File: src/rtl/mux16_scan_pkg.sv
// mux16_scan_pkg
// Shared constants, state encodings and select-range helpers for the
// 16:1 mux scan serializer and its select counter.
// The parity beat (MUX16_SCAN_PARITY_EN) uses ST_PAR; without that macro
// the encoding is simply never reached.
package mux16_scan_pkg;

  localparam int SEL_W  = 4;
  localparam int DATA_W = 16;

  // state | meaning
  // IDLE  | no word held for output, ready for a new word
  // SHIFT | presenting data beats, one mux select per beat
  // PAR   | presenting the trailing even-parity beat (parity build only)
  localparam logic [1:0] ST_IDLE  = 2'd0;
  localparam logic [1:0] ST_SHIFT = 2'd1;
  localparam logic [1:0] ST_PAR   = 2'd2;

  function automatic logic [SEL_W-1:0] sel_start(input logic msb_first);
    return msb_first ? 4'd15 : 4'd0;
  endfunction

  function automatic logic [SEL_W-1:0] sel_end(input logic msb_first);
    return msb_first ? 4'd0 : 4'd15;
  endfunction

endpackage

File: src/rtl/mux16_scan_serializer_scan_sel_counter.sv
// scan_sel_counter
// 4-bit select counter for the 16:1 mux: load to the scan start, step one
// position toward the scan end, or hold. It saturates at the end position
// so the select can never wrap back into the word.
// Ports:
//   clk, rst_n  clock, synchronous active-low reset (sel returns to start)
//   msb_first   scan direction (0: 0->15, 1: 15->0)
//   load        reload start position (wins over step)
//   step        advance one position unless already at end
//   sel         current select
//   at_end      sel is at the final scan position
module scan_sel_counter
  import mux16_scan_pkg::*;
(
  input  logic             clk,
  input  logic             rst_n,
  input  logic             msb_first,
  input  logic             load,
  input  logic             step,
  output logic [SEL_W-1:0] sel,
  output logic             at_end
);

  assign at_end = (sel == sel_end(msb_first));

  always_ff @(posedge clk) begin
    if (!rst_n) begin
      sel <= sel_start(msb_first);
    end else if (load) begin
      sel <= sel_start(msb_first);
    end else if (step && !at_end) begin
      sel <= msb_first ? sel - 4'd1 : sel + 4'd1;
    end
  end

endmodule

File: src/rtl/mux16_scan_serializer.sv
// mux16_scan_serializer
// Loads a 16-bit word, drives it onto an external combinational 16:1 mux,
// steps the mux select, and returns the selected bit as a valid/ready
// serial stream. A new word can be taken on the last beat for zero-bubble
// streaming.
// Optional feature macro: MUX16_SCAN_PARITY_EN adds a trailing even-parity
// beat (17 beats per word, ser_last on the parity beat).
// Ports:
//   clk, rst_n            clock, synchronous active-low reset
//   in_valid/in_ready     parallel word handshake, in_data the word
//   mux_a, mux_sel        data bus and select to the 16:1 mux
//   mux_out               selected bit back from the mux
//   ser_valid/ser_ready   serial beat handshake
//   ser_data, ser_last    serial bit, final beat of the word
//   busy                  word in flight
module mux16_scan_serializer
  import mux16_scan_pkg::*;
#(
  parameter bit MSB_FIRST = 1'b0
) (
  input  logic              clk,
  input  logic              rst_n,
  input  logic              in_valid,
  output logic              in_ready,
  input  logic [DATA_W-1:0] in_data,
  output logic [DATA_W-1:0] mux_a,
  output logic [SEL_W-1:0]  mux_sel,
  input  logic              mux_out,
  output logic              ser_valid,
  input  logic              ser_ready,
  output logic              ser_data,
  output logic              ser_last,
  output logic              busy
);

  logic [1:0] state;
  logic       at_end;
  logic       accept;
  logic       beat;
  logic       sel_step;

  assign ser_valid = (state != ST_IDLE);
  assign busy      = (state != ST_IDLE);

`ifdef MUX16_SCAN_PARITY_EN
  assign ser_last = (state == ST_PAR);
  assign ser_data = (state == ST_SHIFT) ? mux_out :
                    (state == ST_PAR)   ? ^mux_a  : 1'b0;
`else
  assign ser_last = (state == ST_SHIFT) && at_end;
  assign ser_data = (state == ST_SHIFT) && mux_out;
`endif

  // Taking a word on the last beat keeps the stream gap-free; rst_n gating
  // keeps upstream from seeing ready while the block is held in reset.
  assign in_ready = rst_n && ((state == ST_IDLE) || (ser_ready && ser_last));
  assign accept   = in_valid && in_ready;
  assign beat     = ser_valid && ser_ready;
  assign sel_step = (state == ST_SHIFT) && beat && !at_end;

  always_ff @(posedge clk) begin
    if (!rst_n) begin
      state <= ST_IDLE;
      mux_a <= '0;
    end else if (accept) begin
      state <= ST_SHIFT;
      mux_a <= in_data;
    end else if (beat && ser_last) begin
      state <= ST_IDLE;
`ifdef MUX16_SCAN_PARITY_EN
    end else if ((state == ST_SHIFT) && beat && at_end) begin
      state <= ST_PAR;
`endif
    end
  end

  scan_sel_counter u_sel (
    .clk       (clk),
    .rst_n     (rst_n),
    .msb_first (MSB_FIRST),
    .load      (accept),
    .step      (sel_step),
    .sel       (mux_sel),
    .at_end    (at_end)
  );

endmodule

File: config.mk
export PLATFORM = sky130hd
export DESIGN_NAME = mux16_scan_serializer
export DESIGN_NICKNAME = d
export VERILOG_FILES = /design/src/rtl/mux16_scan_pkg.sv /design/src/rtl/mux16_scan_serializer_scan_sel_counter.sv /design/src/rtl/mux16_scan_serializer.sv
export SDC_FILE = /design/constraint.sdc
export NUM_CORES = 1
export LEC_CHECK = 0
export BUFFER_PORTS_ARGS = -buffer_cell sky130_fd_sc_hd__buf_2
export CORE_UTILIZATION = 44
export CTS_CLUSTER_SIZE = 40
export DETAILED_ROUTE_END_ITERATION = 12
export HOLD_SLACK_MARGIN = 0.02
export PLACE_DENSITY = 0.74
export SKIP_LAST_GASP = 1
export SYNTH_ARGS = -nofsm -noshare
export SYNTH_HDL_FRONTEND = slang
export SYNTH_SLANG_ARGS = --single-unit
File: constraint.sdc
create_clock -name clk -period 1.7 [get_ports clk]
set_input_delay 0.17 -clock clk [delete_from_list [all_inputs] [get_ports clk]]
set_output_delay 0.17 -clock clk [all_outputs]
set_load 0.05 [all_outputs]
== Yosys cells after proc, flatten, opt, wreduce, memory -nomap -nowiden ==
Cells that the tools add are included.
Word-level totals
  flip-flop bits (word level): 21
  bits of input ports: 21
  logic and storage cells: 23
Operators by class
  add/sub/neg operators: 1
  equal/unequal tests: 1
  mux-type cells: 2
  bitwise logic cells: 1
  reduce and logical (&&, ||, !) cells: 15
Operator list (count)
  1-bit logical AND: 10
  4-bit by 1-bit adder with 4-bit output, second input constant: 1
  4-bit == test, second input constant: 1
  2-bit logical NOT: 1
  1-bit 2-to-1 mux: 2
  2-bit nonzero test: 1
  2-bit OR reduction: 1
  1-bit logical NOT: 1
  1-bit logical OR: 1
  1-bit inverter: 1

== Longest topological paths before layout ==
  word-level depth: 7
  depth in mapped cells: 5
  depth with buffers taken out: 4

== Hierarchy ==
A second synthesis with hierarchy kept.
Second synthesis, totals
  cell total of the unflattened synthesis: 115
  area, all modules: 1118.6 sq um
Modules (own cells, without submodules)
  mux16_scan_serializer: instances 1, cells each 78, area an instance 749.5 sq um, seq. area each 340.3 sq um
  scan_sel_counter: instances 1, cells each 37, area an instance 369.1 sq um, seq. area each 120.1 sq um

== Worst setup path after synthesis ==
OpenSTA, ideal clock, no wires.
  path type: register -> output
  from: reg u_sel.sel[0]
  to: out in_ready
  arrival: 1.985 ns
  slack: -0.455 ns
  cell stages (with the launch flop): 5
  cell sequence: dfxtp_1 -> ha_1 -> nand4_1 -> and2_1 -> nor2_1
On the way
  longest elaborated chain between the ends: 5
RTL lines
  start, declared: line mux16_scan_serializer_scan_sel_counter.sv:20  | output logic [SEL_W-1:0] sel,
  start signal, assigned: line mux16_scan_serializer_scan_sel_counter.sv:28  | sel <= sel_start(msb_first);
  start signal, assigned: line mux16_scan_serializer_scan_sel_counter.sv:30  | sel <= sel_start(msb_first);
  start signal, assigned: line mux16_scan_serializer_scan_sel_counter.sv:32  | sel <= msb_first ? sel - 4'd1 : sel + 4'd1;
  4-bit == test: line mux16_scan_serializer_scan_sel_counter.sv:24  | assign at_end = (sel == sel_end(msb_first));
  1-bit logical AND: line mux16_scan_serializer.sv:50  | assign ser_last = (state == ST_SHIFT) && at_end;
  1-bit logical AND: line mux16_scan_serializer.sv:56  | assign in_ready = rst_n && ((state == ST_IDLE) || (ser_ready && ser_last));
  1-bit logical OR: line mux16_scan_serializer.sv:56
  1-bit logical AND: line mux16_scan_serializer.sv:56
  end, declared: line mux16_scan_serializer.sv:24  | output logic in_ready,
No other way between the ends.

== Worst setup path in the final report ==
  from: reg u_sel.sel[1]
  to: out in_ready
The elaborated chain is that of the path after synthesis.

==> run metrics <==
outcome complete, no violations; FP Rows 16; port bufs 45; boundary pin count 46; Leak 0.593 nW; cell taking the most area after synthesis dfxtp_1; Die Width 47.9 um; DP Wirelength 1410 um; largest net degree at the start of global routing 34; register area share after synthesis 45.3%; Final Slew Violations 0; Worst-Skew Late Latency 300 ps; initial antenna violation count 0; power per cell area 838 nW/um^2; largest cells by area after synthesis dfxtp_1 45%, mux2i_1 17%, nand2_1 14%, buf_6 2.4%, clkbuf_1 1.6%; die footprint 2290 sq um; synth unique cells 27; CP Data Arrival Time 1480 ps; vias in the first global route 719; Worst IR Drop VDD 521 uV; f_max 0.604 GHz; Final Hold Fails 0; Max Cap Violations 0; Clock Path Buffers 2; ant diodes 0; commonest non-fill, non-tap cells in the layout 43 x buf_2, 34 x nand2_1, 19 x dfxtp_1; commonest non-fill, non-tap cell in the layout buf_2; Worst-Margin Slew 292 ps; via/cell ratio 4.97; Wirelength per Cell 11.1 um; GRT busiest layer met2; fraction of layout cells with a size suffix above 1 41.9%; crit path max fanout 5; Die H 47.9 um; Final GP Congestion 0.729; synth-to-layout area growth 32.0%; final WL 1940 um; routed vias 870; Post-route DRC 0; Post-Syn Area 927 sq um; final design utilization 62.4%; CP endpoint kind output pin; Finish-stage setup viols 0; initial core utilization 47.3%; clock sinks 21; ratio of final minimum period to clock period 97.3%; met3 Use GR 4.15%; Mapped Cells 102; fin crit period 1650 ps; Post-Syn Nets 124; Slew HR 80.5%; Routed Antenna Nets 0; clock skew 6.55 ps; GR Util met2 31.4%; Fill cells 190; CP Launch Type flip-flop; CTS Hold Buffers Added 0; Hold WS 97.0 ps; critical setup path kind reg2out; Post-Syn Area per Cell 9.09 sq um; Yosys top cell area share 45.3%; Yosys reg bits 21; Clock Pin Slew Worst Setup and Hold Paths 120 ps; Yosys Warn Count 0; CTS tree done; gr usage total 18.0%; core box area 1960 sq um; first-pass iteration count of the detailed router 4; RSZ-0062 raised after global routing true; M1 GR Usage 20.7%; clk root buf clkbuf_4; total CTS buffers 3; final net count 171; Hold/Removal Path Class in2reg; CP required 1530 ps; first-pass GRT wire length 2880 um; GR Overflow Total 0; DR iter-0 viols 5; H-tree depth 1
-- cell families (layout without fill, tap and decap cells) --
kind of cell | count (synthesis) | in the layout | synth area share (%)
flops | 21 | 21 | 45.3
simple gates | 47 | 47 | 22.9
compound gates | 9 | 9 | 7.83
fa+ha+maj | 1 | 1 | 1.35
mux | 16 | 16 | 17.3
buf+inv | 8 | 54 | 5.26
-- cells in the mapped netlist --
library cell	count
buf_6	2
nor2_1	1
nor3_1	2
a41oi_1	1
and3_4	1
and2_4	1
dfxtp_1	21
inv_1	1
ha_1	1
o21a_1	1
o21ai_0	2
clkbuf_1	4
a211oi_2	1
and2_2	1
nand2_1	34
mux2i_1	16
a21oi_1	1
a21boi_2	1
nand3_1	1
a211oi_1	1
nand4_1	1
or3_1	1
nand3b_1	1
nor4_1	1
buf_4	1
and2_1	2
a2111oi_1	1
-- routing by layer --
metal  up-vias  wire length, um
met5         -                0
met4         0               28
met3         4               86
met2        24              976
met1       403              853
li1        439                -
-- repair_timing --
action                     4_1_cts  5_1_grt
gates resized for setup          4        3
hold endpoints to repair         0        0
buffers inserted                 0        1
setup endpoints to repair        2        2
pin swaps                        0        1
-- critical path, cell delays in order, from the launching register on --
cell	delay [ps]
dfxtp_2	380
ha_2	220
nand4_1	140
and2_4	210
nor2_4	70
buf_6	160
-- cell type report --
cell class / instances / area, sq um / area share (%)
Sequential cell: 21 / 425 / 34.8
Multi-Input combinational cell: 73 / 470 / 38.4
Timing Repair Buffer: 49 / 264 / 21.6
Tap cell: 27 / 33.8 / 2.76
Inverter: 1 / 3.75 / 0.307
Clock buffer: 4 / 26.3 / 2.15
-- report_power, final --
| part | total [mW] | leakage [nW] | switching (mW) | internal (mW) |
|---|---|---|---|---|
| clock network | 0.238 | 0.0150 | 0.147 | 0.0914 |
| logic | 0.253 | 0.404 | 0.175 | 0.0778 |
| registers | 0.534 | 0.173 | 0.0163 | 0.518 |
| total | 1.03 | 0.593 | 0.339 | 0.687 |
-- worst paths after layout --
path | startpoint | to | slack [ps] | cells after the start
setup reg to reg | u_sel.sel[1] | mux_a[15] | 160 | 6
setup / recovery | u_sel.sel[1] | in_ready | 50 | 5
hold / removal | in_data[12] | mux_a[12] | 100 | 3
hold reg to reg | mux_a[1] | mux_a[1] | 460 | 2
-- flip-flops by register name, summed over array words and instances, names as in the netlist --
name,flops
mux_a,16
u_sel.sel,4
state,1
-- stage by stage --
stage                     power [mW]  instances  worst slack, ps  cell area [sq um]  TNS (ps)
after global routing            1.08        175            -27.7               1220     -28.6
after floorplan                0.735        102              112                937         0
after detailed placement       0.796        170              209               1170         0
after global placement         0.791        170              275               1170         0
after CTS                       1.04        174             13.5               1210         0
final                           1.03        175             45.2               1220         0
No activity file was read; power rests on OpenSTA's default activity.
